## src/rtl/pc_seq_pkg.sv

```systemverilog
// Shared definitions for the banked-PC control-flow sequencer:
// sizes, request opcodes, fault causes and FSM state encoding.
package pc_seq_pkg;

    localparam int PCW   = 9;
    localparam int DEPTH = 8;

    typedef enum logic [2:0] {
        OP_NEXT   = 3'd0,
        OP_JUMP   = 3'd1,
        OP_BRANCH = 3'd2,
        OP_CALL   = 3'd3,
        OP_RET    = 3'd4,
        OP_HALT   = 3'd5
    } op_e;

    localparam logic [2:0] FC_NONE      = 3'd0;
    localparam logic [2:0] FC_OVERFLOW  = 3'd1;
    localparam logic [2:0] FC_UNDERFLOW = 3'd2;
    localparam logic [2:0] FC_ILLEGAL   = 3'd3;
    localparam logic [2:0] FC_PC_ERR    = 3'd4;

    typedef enum logic [2:0] {
        S_INIT_UP   = 3'd0,
        S_INIT_TOP  = 3'd1,
        S_INIT_DOWN = 3'd2,
        S_IDLE      = 3'd3,
        S_CALL2     = 3'd4,
        S_HALT      = 3'd5,
        S_FAULT     = 3'd6
    } state_e;

endpackage

```

## src/rtl/pc_sequencer.sv

```systemverilog
// Control-flow sequencer: scrubs the PC bank after reset, then turns decoded
// requests into PC bank increment/set/pointer controls while tracking call depth.
module pc_sequencer #(
    parameter int DEPTH = pc_seq_pkg::DEPTH,
    parameter int PCW   = pc_seq_pkg::PCW
) (
    input  logic           clk,
    input  logic           rst_n,
    input  logic           req_valid,
    output logic           req_ready,
    input  logic [2:0]     req_op,
    input  logic [PCW-1:0] req_target,
    input  logic           req_taken,
    output logic           pc_inc,
    output logic           pc_inc_ref,
    output logic           pc_dec_ref,
    output logic           pc_set,
    output logic [PCW-1:0] pc_set_value,
    input  logic           pc_err,
    output logic [2:0]     depth,
    output logic           fetch_valid,
    output logic           halted,
    output logic           fault,
    output logic [2:0]     fault_code
);
    import pc_seq_pkg::*;

    localparam int                CNTW       = $clog2(DEPTH);
    localparam logic [CNTW-1:0]   SCRUB_LAST = CNTW'(DEPTH - 2);
    localparam logic [2:0]        MAX_DEPTH  = 3'(DEPTH - 1);

    state_e          state_reg, state_next;
    logic [CNTW-1:0] cnt_reg, cnt_next;
    logic [2:0]      depth_reg, depth_next;
    logic [PCW-1:0]  target_reg, target_next;
    logic [2:0]      fault_code_reg, fault_code_next;

    always_ff @(posedge clk or negedge rst_n) begin
        if (!rst_n) begin
            state_reg      <= S_INIT_UP;
            cnt_reg        <= '0;
            depth_reg      <= '0;
            target_reg     <= '0;
            fault_code_reg <= FC_NONE;
        end else begin
            state_reg      <= state_next;
            cnt_reg        <= cnt_next;
            depth_reg      <= depth_next;
            target_reg     <= target_next;
            fault_code_reg <= fault_code_next;
        end
    end

    // Controls are qualified by rst_n so they drop to zero the moment reset asserts.
    always_comb begin
        state_next      = state_reg;
        cnt_next        = cnt_reg;
        depth_next      = depth_reg;
        target_next     = target_reg;
        fault_code_next = fault_code_reg;
        req_ready       = 1'b0;
        fetch_valid     = 1'b0;
        pc_inc          = 1'b0;
        pc_inc_ref      = 1'b0;
        pc_dec_ref      = 1'b0;
        pc_set          = 1'b0;
        pc_set_value    = '0;
        if (rst_n) begin
            if (pc_err && state_reg != S_FAULT) begin
                state_next      = S_FAULT;
                fault_code_next = FC_PC_ERR;
            end else begin
                case (state_reg)
                    S_INIT_UP: begin
                        pc_set     = 1'b1;
                        pc_inc_ref = 1'b1;
                        if (cnt_reg == SCRUB_LAST) begin
                            cnt_next   = '0;
                            state_next = S_INIT_TOP;
                        end else begin
                            cnt_next = cnt_reg + 1'b1;
                        end
                    end
                    S_INIT_TOP: begin
                        pc_set     = 1'b1;
                        state_next = S_INIT_DOWN;
                    end
                    S_INIT_DOWN: begin
                        pc_dec_ref = 1'b1;
                        if (cnt_reg == SCRUB_LAST) begin
                            cnt_next   = '0;
                            state_next = S_IDLE;
                        end else begin
                            cnt_next = cnt_reg + 1'b1;
                        end
                    end
                    S_IDLE: begin
                        req_ready   = 1'b1;
                        fetch_valid = 1'b1;
                        if (req_valid) begin
                            case (req_op)
                                OP_NEXT: pc_inc = 1'b1;
                                OP_JUMP: begin
                                    pc_set       = 1'b1;
                                    pc_set_value = req_target;
                                end
                                OP_BRANCH: begin
                                    if (req_taken) begin
                                        pc_set       = 1'b1;
                                        pc_set_value = req_target;
                                    end else begin
                                        pc_inc = 1'b1;
                                    end
                                end
                                OP_CALL: begin
                                    if (depth_reg == MAX_DEPTH) begin
                                        state_next      = S_FAULT;
                                        fault_code_next = FC_OVERFLOW;
                                    end else begin
                                        // Bump the return address in place, then move to the callee entry.
                                        pc_inc      = 1'b1;
                                        pc_inc_ref  = 1'b1;
                                        target_next = req_target;
                                        depth_next  = depth_reg + 3'd1;
                                        state_next  = S_CALL2;
                                    end
                                end
                                OP_RET: begin
                                    if (depth_reg == 3'd0) begin
                                        state_next      = S_FAULT;
                                        fault_code_next = FC_UNDERFLOW;
                                    end else begin
                                        pc_dec_ref = 1'b1;
                                        depth_next = depth_reg - 3'd1;
                                    end
                                end
                                OP_HALT: state_next = S_HALT;
                                default: begin
                                    state_next      = S_FAULT;
                                    fault_code_next = FC_ILLEGAL;
                                end
                            endcase
                        end
                    end
                    S_CALL2: begin
                        pc_set       = 1'b1;
                        pc_set_value = target_reg;
                        state_next   = S_IDLE;
                    end
                    default: ;
                endcase
            end
        end
    end

    assign depth      = depth_reg;
    assign halted     = (state_reg == S_HALT);
    assign fault      = (state_reg == S_FAULT);
    assign fault_code = fault_code_reg;

endmodule
```

## config.mk

```make
export PLATFORM = sky130hd
export DESIGN_NAME = pc_sequencer
export DESIGN_NICKNAME = d
export VERILOG_FILES = /design/src/rtl/pc_seq_pkg.sv /design/src/rtl/pc_sequencer.sv
export SDC_FILE = /design/constraint.sdc
export NUM_CORES = 1
export LEC_CHECK = 0
export BUFFER_PORTS_ARGS = -buffer_cell sky130_fd_sc_hd__buf_4
export CORE_ASPECT_RATIO = 0.5
export CORE_MARGIN = 3
export CORE_UTILIZATION = 25
export CTS_CLUSTER_DIAMETER = 150
export DETAILED_ROUTE_END_ITERATION = 8
export GPL_TIMING_DRIVEN = 0
export SYNTH_ARGS = -nofsm -noshare
export SYNTH_HDL_FRONTEND = slang
export SYNTH_SLANG_ARGS = --single-unit
```

## constraint.sdc

```tcl
create_clock -name clk -period 2.9 [get_ports clk]
set_input_delay 0.29 -clock clk [delete_from_list [all_inputs] [get_ports clk]]
set_output_delay 0.29 -clock clk [all_outputs]
set_load 0.02 [all_outputs]
```

-- After elaboration in Yosys (flattened, before gate mapping)
Index checks and enable logic that the tools add are counted.
- logic and storage cells: 102
- output and inout port bits: 23
- input bits: 17
- register bits after elaboration: 21
- reductions and logical operators: 17
- bitwise gates (word level): 2
- equality and inequality tests: 24
- muxes and demuxes: 51
- add/subtract/negate cells: 3
- operator list (cell ; count):
    2-to-1 mux 3 bit ; 13
    2-to-1 mux 9 bit ; 4
    one-hot mux 9 bit (2 select lines) ; 2
    2-to-1 mux 1 bit ; 22
    == test 3 bit, second input constant ; 7
    inequality test 3 bit, second input constant ; 7
    one-hot mux 3 bit (5 select lines) ; 1
    AND reduction 7 bit ; 2
    == test 3 x 2 -> 1 bit, second input constant ; 4
    one-hot mux 3 bit (4 select lines) ; 1
    AND reduction 6 bit ; 2
    logical NOT 3 bit ; 3
    one-hot mux 3 bit (3 select lines) ; 1
    one-hot mux 1 bit (2 select lines) ; 4
    adder 3 x 1 -> 3 bit, second input constant ; 2
    == test 3 x 1 -> 1 bit, second input constant ; 2
    one-hot mux 3 bit (2 select lines) ; 1
    nonzero test 2 bit ; 3
    nonzero test 6 bit ; 1
    OR reduction 3 bit ; 2
    inequality test 2 bit, second input constant ; 2
    inequality test 4 bit, second input constant ; 1
    OR reduction 4 bit ; 1
    one-hot mux 1 bit (3 select lines) ; 1
    7 further kinds ; 8

-- Logic depth before layout (Yosys ltp)
- depth in word-level cells: 7
- gate-level depth with buffers: 7

-- Worst setup path before layout
No wires, ideal clock.
- path kind: input-to-output
- start point: in req_op[0]
- end point: out pc_dec_ref
- required time: 2.610 ns
- arrival time: 2.193 ns
- stages on the path: 6
- setup slack: 0.417 ns
- path through: buf_6 or3b_1 buf_6 nor2_1 nand2_1 a2111oi_0
- cells in the longest elaborated chain, start to end: 6
- ends and longest elaborated chain (what ; RTL line ; source):
    from (decl) ; pc_sequencer.sv:11 ; input logic [2:0] req_op,
    == test 3 bit ; pc_sequencer.sv:101 ; case (req_op)
    2-to-1 mux 1 bit ; pc_sequencer.sv:101 ;
    2-to-1 mux 1 bit ; pc_sequencer.sv:100 ; if (req_valid) begin
    one-hot mux 1 bit (2 select lines) ; pc_sequencer.sv:73 ; case (state_reg)
    2-to-1 mux 1 bit ; pc_sequencer.sv:69 ; if (pc_err && state_reg != S_FAULT) begin
    2-to-1 mux 1 bit ; pc_sequencer.sv:68 ; if (rst_n) begin
    to (decl) ; pc_sequencer.sv:16 ; output logic pc_dec_ref,
Every way passes these cells.

-- Final worst setup path
- start point: in rst_n
- end point: out pc_inc_ref
- cells in the longest elaborated chain, start to end: 1
- ends and longest elaborated chain (what ; RTL line ; source):
    from (decl) ; pc_sequencer.sv:8 ; input logic rst_n,
    2-to-1 mux 1 bit ; pc_sequencer.sv:68 ;
    to (decl) ; pc_sequencer.sv:15 ; output logic pc_inc_ref,
Every way passes these cells.

==> metrics.txt <==
worst reg2reg path startpoint state_reg[2]; RSZ-0062 raised after global routing true; initial antenna violation count 0; Synth Instances 146; power density over the cells 560 mW/mm^2; Area growth, synth to finish 32.8%; Startpoint Class input port; WP data required 2610 ps; Largest register FFs 9; dpl hpwl between 2 and 3 mm; Post CTS Setup Buffer Count 0; overflow left after global routing 0; max_cap viols 0; DRT Pass-1 Iters 4; DIE WIDTH ~110 microns; via count of the routed design 1223; Clock Path Buffers 2; drt via density 4.72; worst hold path class in -> reg; crit path DAT 2570 ps; Pins Over Slew Limit 0; Ports 40; site row count 18; CTS tree done; top cell type's share of synthesized area 0.389; Final Hold Fails 0; Chip Height 58.0 microns; Most used DFF post-synth dfrtp_1; WS Path Type in -> out; Placer Congestion 0.807; Post-synth ARST share 1.00; average cell area after synthesis approximately 9.2 sq um; EDFF count, synth 0; leading cell type in the layout, fill and taps excluded buf_4; NumNets Final roughly 210; Max-slew headroom 0.488; Syn Nets between 150 and 200; 1st-iter DRT viols 39; fin crit period 2860 ps; setup tns final 0 ps; largest net degree at the start of global routing 23; CTS Sinks 21; largest area contributor in the netlist dfrtp_1; final setup fails 0; CTS Buf Count 3; distinct cell type count after synthesis 43; Final Cycle Share 0.987; WL/cell 13.2 microns; gr usage total 0.115; DRC Markers 0; number of diodes 0; Worst Tran Pin Value 766 ps; first-pass GRT wire length 5.75 mm; Critical Path Start rst_n; clock latency on the worst-skew pair ~260 ps; starting density of the core 0.266; port bufs 38; Routed Antenna Nets 0; clock transition at the registers of the reported paths 80 ps; HP Start req_target[8]; Peak Freq 0.349 GHz; Yosys warning count 0; status completed; vias in the first global route 1266; WHS roughly 270 ps; Yosys reg bits 21; Leak between 0.8 and 0.9 nW; share of layout cells above drive strength 1 0.339; die area ~0.0064 sq mm; synthesized area 0.00135 sq mm; top cells by area, synth dfrtp_1 (39%), mux2_2 (7.5%), nand2_1 (5.3%); H-tree depth 1; clk root buf clkbuf_8; Clock Skew 3.97 ps; CP Capture Type primary output; Core ar. approximately 0.005 sq mm; DRT Wirelength 3.42 mm; VDD IR-drop max 0.230 mV; Worst Path Max Fanout 22; register area share after synthesis 0.389; most frequent cells in the layout buf_4 (39), dfrtp_1 (21), nand2_1 (19), nor2_1 (11)
==> stage by stage <==
step | instance area, sq um | total power [W] | instances | setup slack (ps) | util
floorplan | 1350 | 0.000664 | 146 | 417 | -
global route | 1790 | 0.00108 | 259 | -126 | 0.354
detailed placement | 1720 | 0.000798 | 254 | 467 | 0.340
finish | 1790 | 0.00100 | 259 | 37.8 | 0.354
global placement | 1720 | 0.000794 | 254 | 449 | 0.340
CTS | 1780 | 0.00100 | 259 | 24.2 | 0.352
==> final timing paths <==
check,to,slack (ps),cells past startpoint
min in group asynchronous,depth[2],460,2
worst max register to register,target_reg[3],760,5
worst min-delay path,target_reg[8],270,2
worst min register to register,target_reg[2],510,1
max in group asynchronous,target_reg[7],2210,2
worst max-delay path,pc_inc_ref,40,8
==> synth_stat cells, types with 4 or more instances <==
| cell | n |
|---|---|
| dfrtp_1 | 21 |
| nor2_1 | 11 |
| clkbuf_1 | 6 |
| nor3_1 | 6 |
| nand2_1 | 19 |
| a22oi_1 | 9 |
| nand3b_1 | 4 |
| mux2_2 | 9 |
| a21oi_1 | 4 |
| inv_1 | 8 |
| o21ai_0 | 6 |
| mux2i_1 | 6 |
==> cells by family after synthesis <==
family          Yosys count  share of synthesized area
xor+xnor                  3                     0.0195
buf+inv                  17                     0.0612
simple gates             56                      0.211
mux                      16                      0.131
flops                    21                      0.389
fa+ha+maj                 1                     0.0148
compound gates           32                      0.173
==> power by group <==
part | leakage [nW] | internal, W | switching (W)
Combinational | 0.524 | 0.000171 | 0.000252
Sequential | 0.270 | 0.000341 | 0.0000399
Clock | 0.0217 | 0.0000971 | 0.000103
Total | 0.816 | 0.000609 | 0.000396
==> cell type report <==
cell class | instances | area (sq um)
fillers | 523 | 3270
multi-input cells | 108 | 753
clock inverters | 1 | 7.51
well taps | 70 | 87.6
inverters | 8 | 30.0
flip-flops and latches | 21 | 526
clock buffers | 3 | 41.3
plain buffers | 9 | 52.6
repair buffers | 39 | 295
==> critical path, stage by stage <==
cell and delay [ps]:
dlygate4sd3_1 530, buf_4 290, clkbuf_1 340, nand2_1 150, or3_1 380, nor2_4 310, a21o_1 130, buf_4 130
==> per-layer routing <==
metal  vias to the layer above  global-route usage  share of wire
li1                        607                   -              -
met1                       590               0.152           0.47
met2                        24               0.191           0.50
met3                         2              0.0256          0.032
met4                         0              0.0302         0.0041
met5                         -                   0              0
==> timing repair <==
| action | 4_1_cts | 5_1_grt |
|---|---|---|
| hold buffers | 1 | 0 |
| setup endpoints to repair | 0 | 10 |
| hold endpoints to repair | 21 | 0 |
| gates resized for setup | 0 | 2 |
No activity file was read; power rests on OpenSTA's default activity.
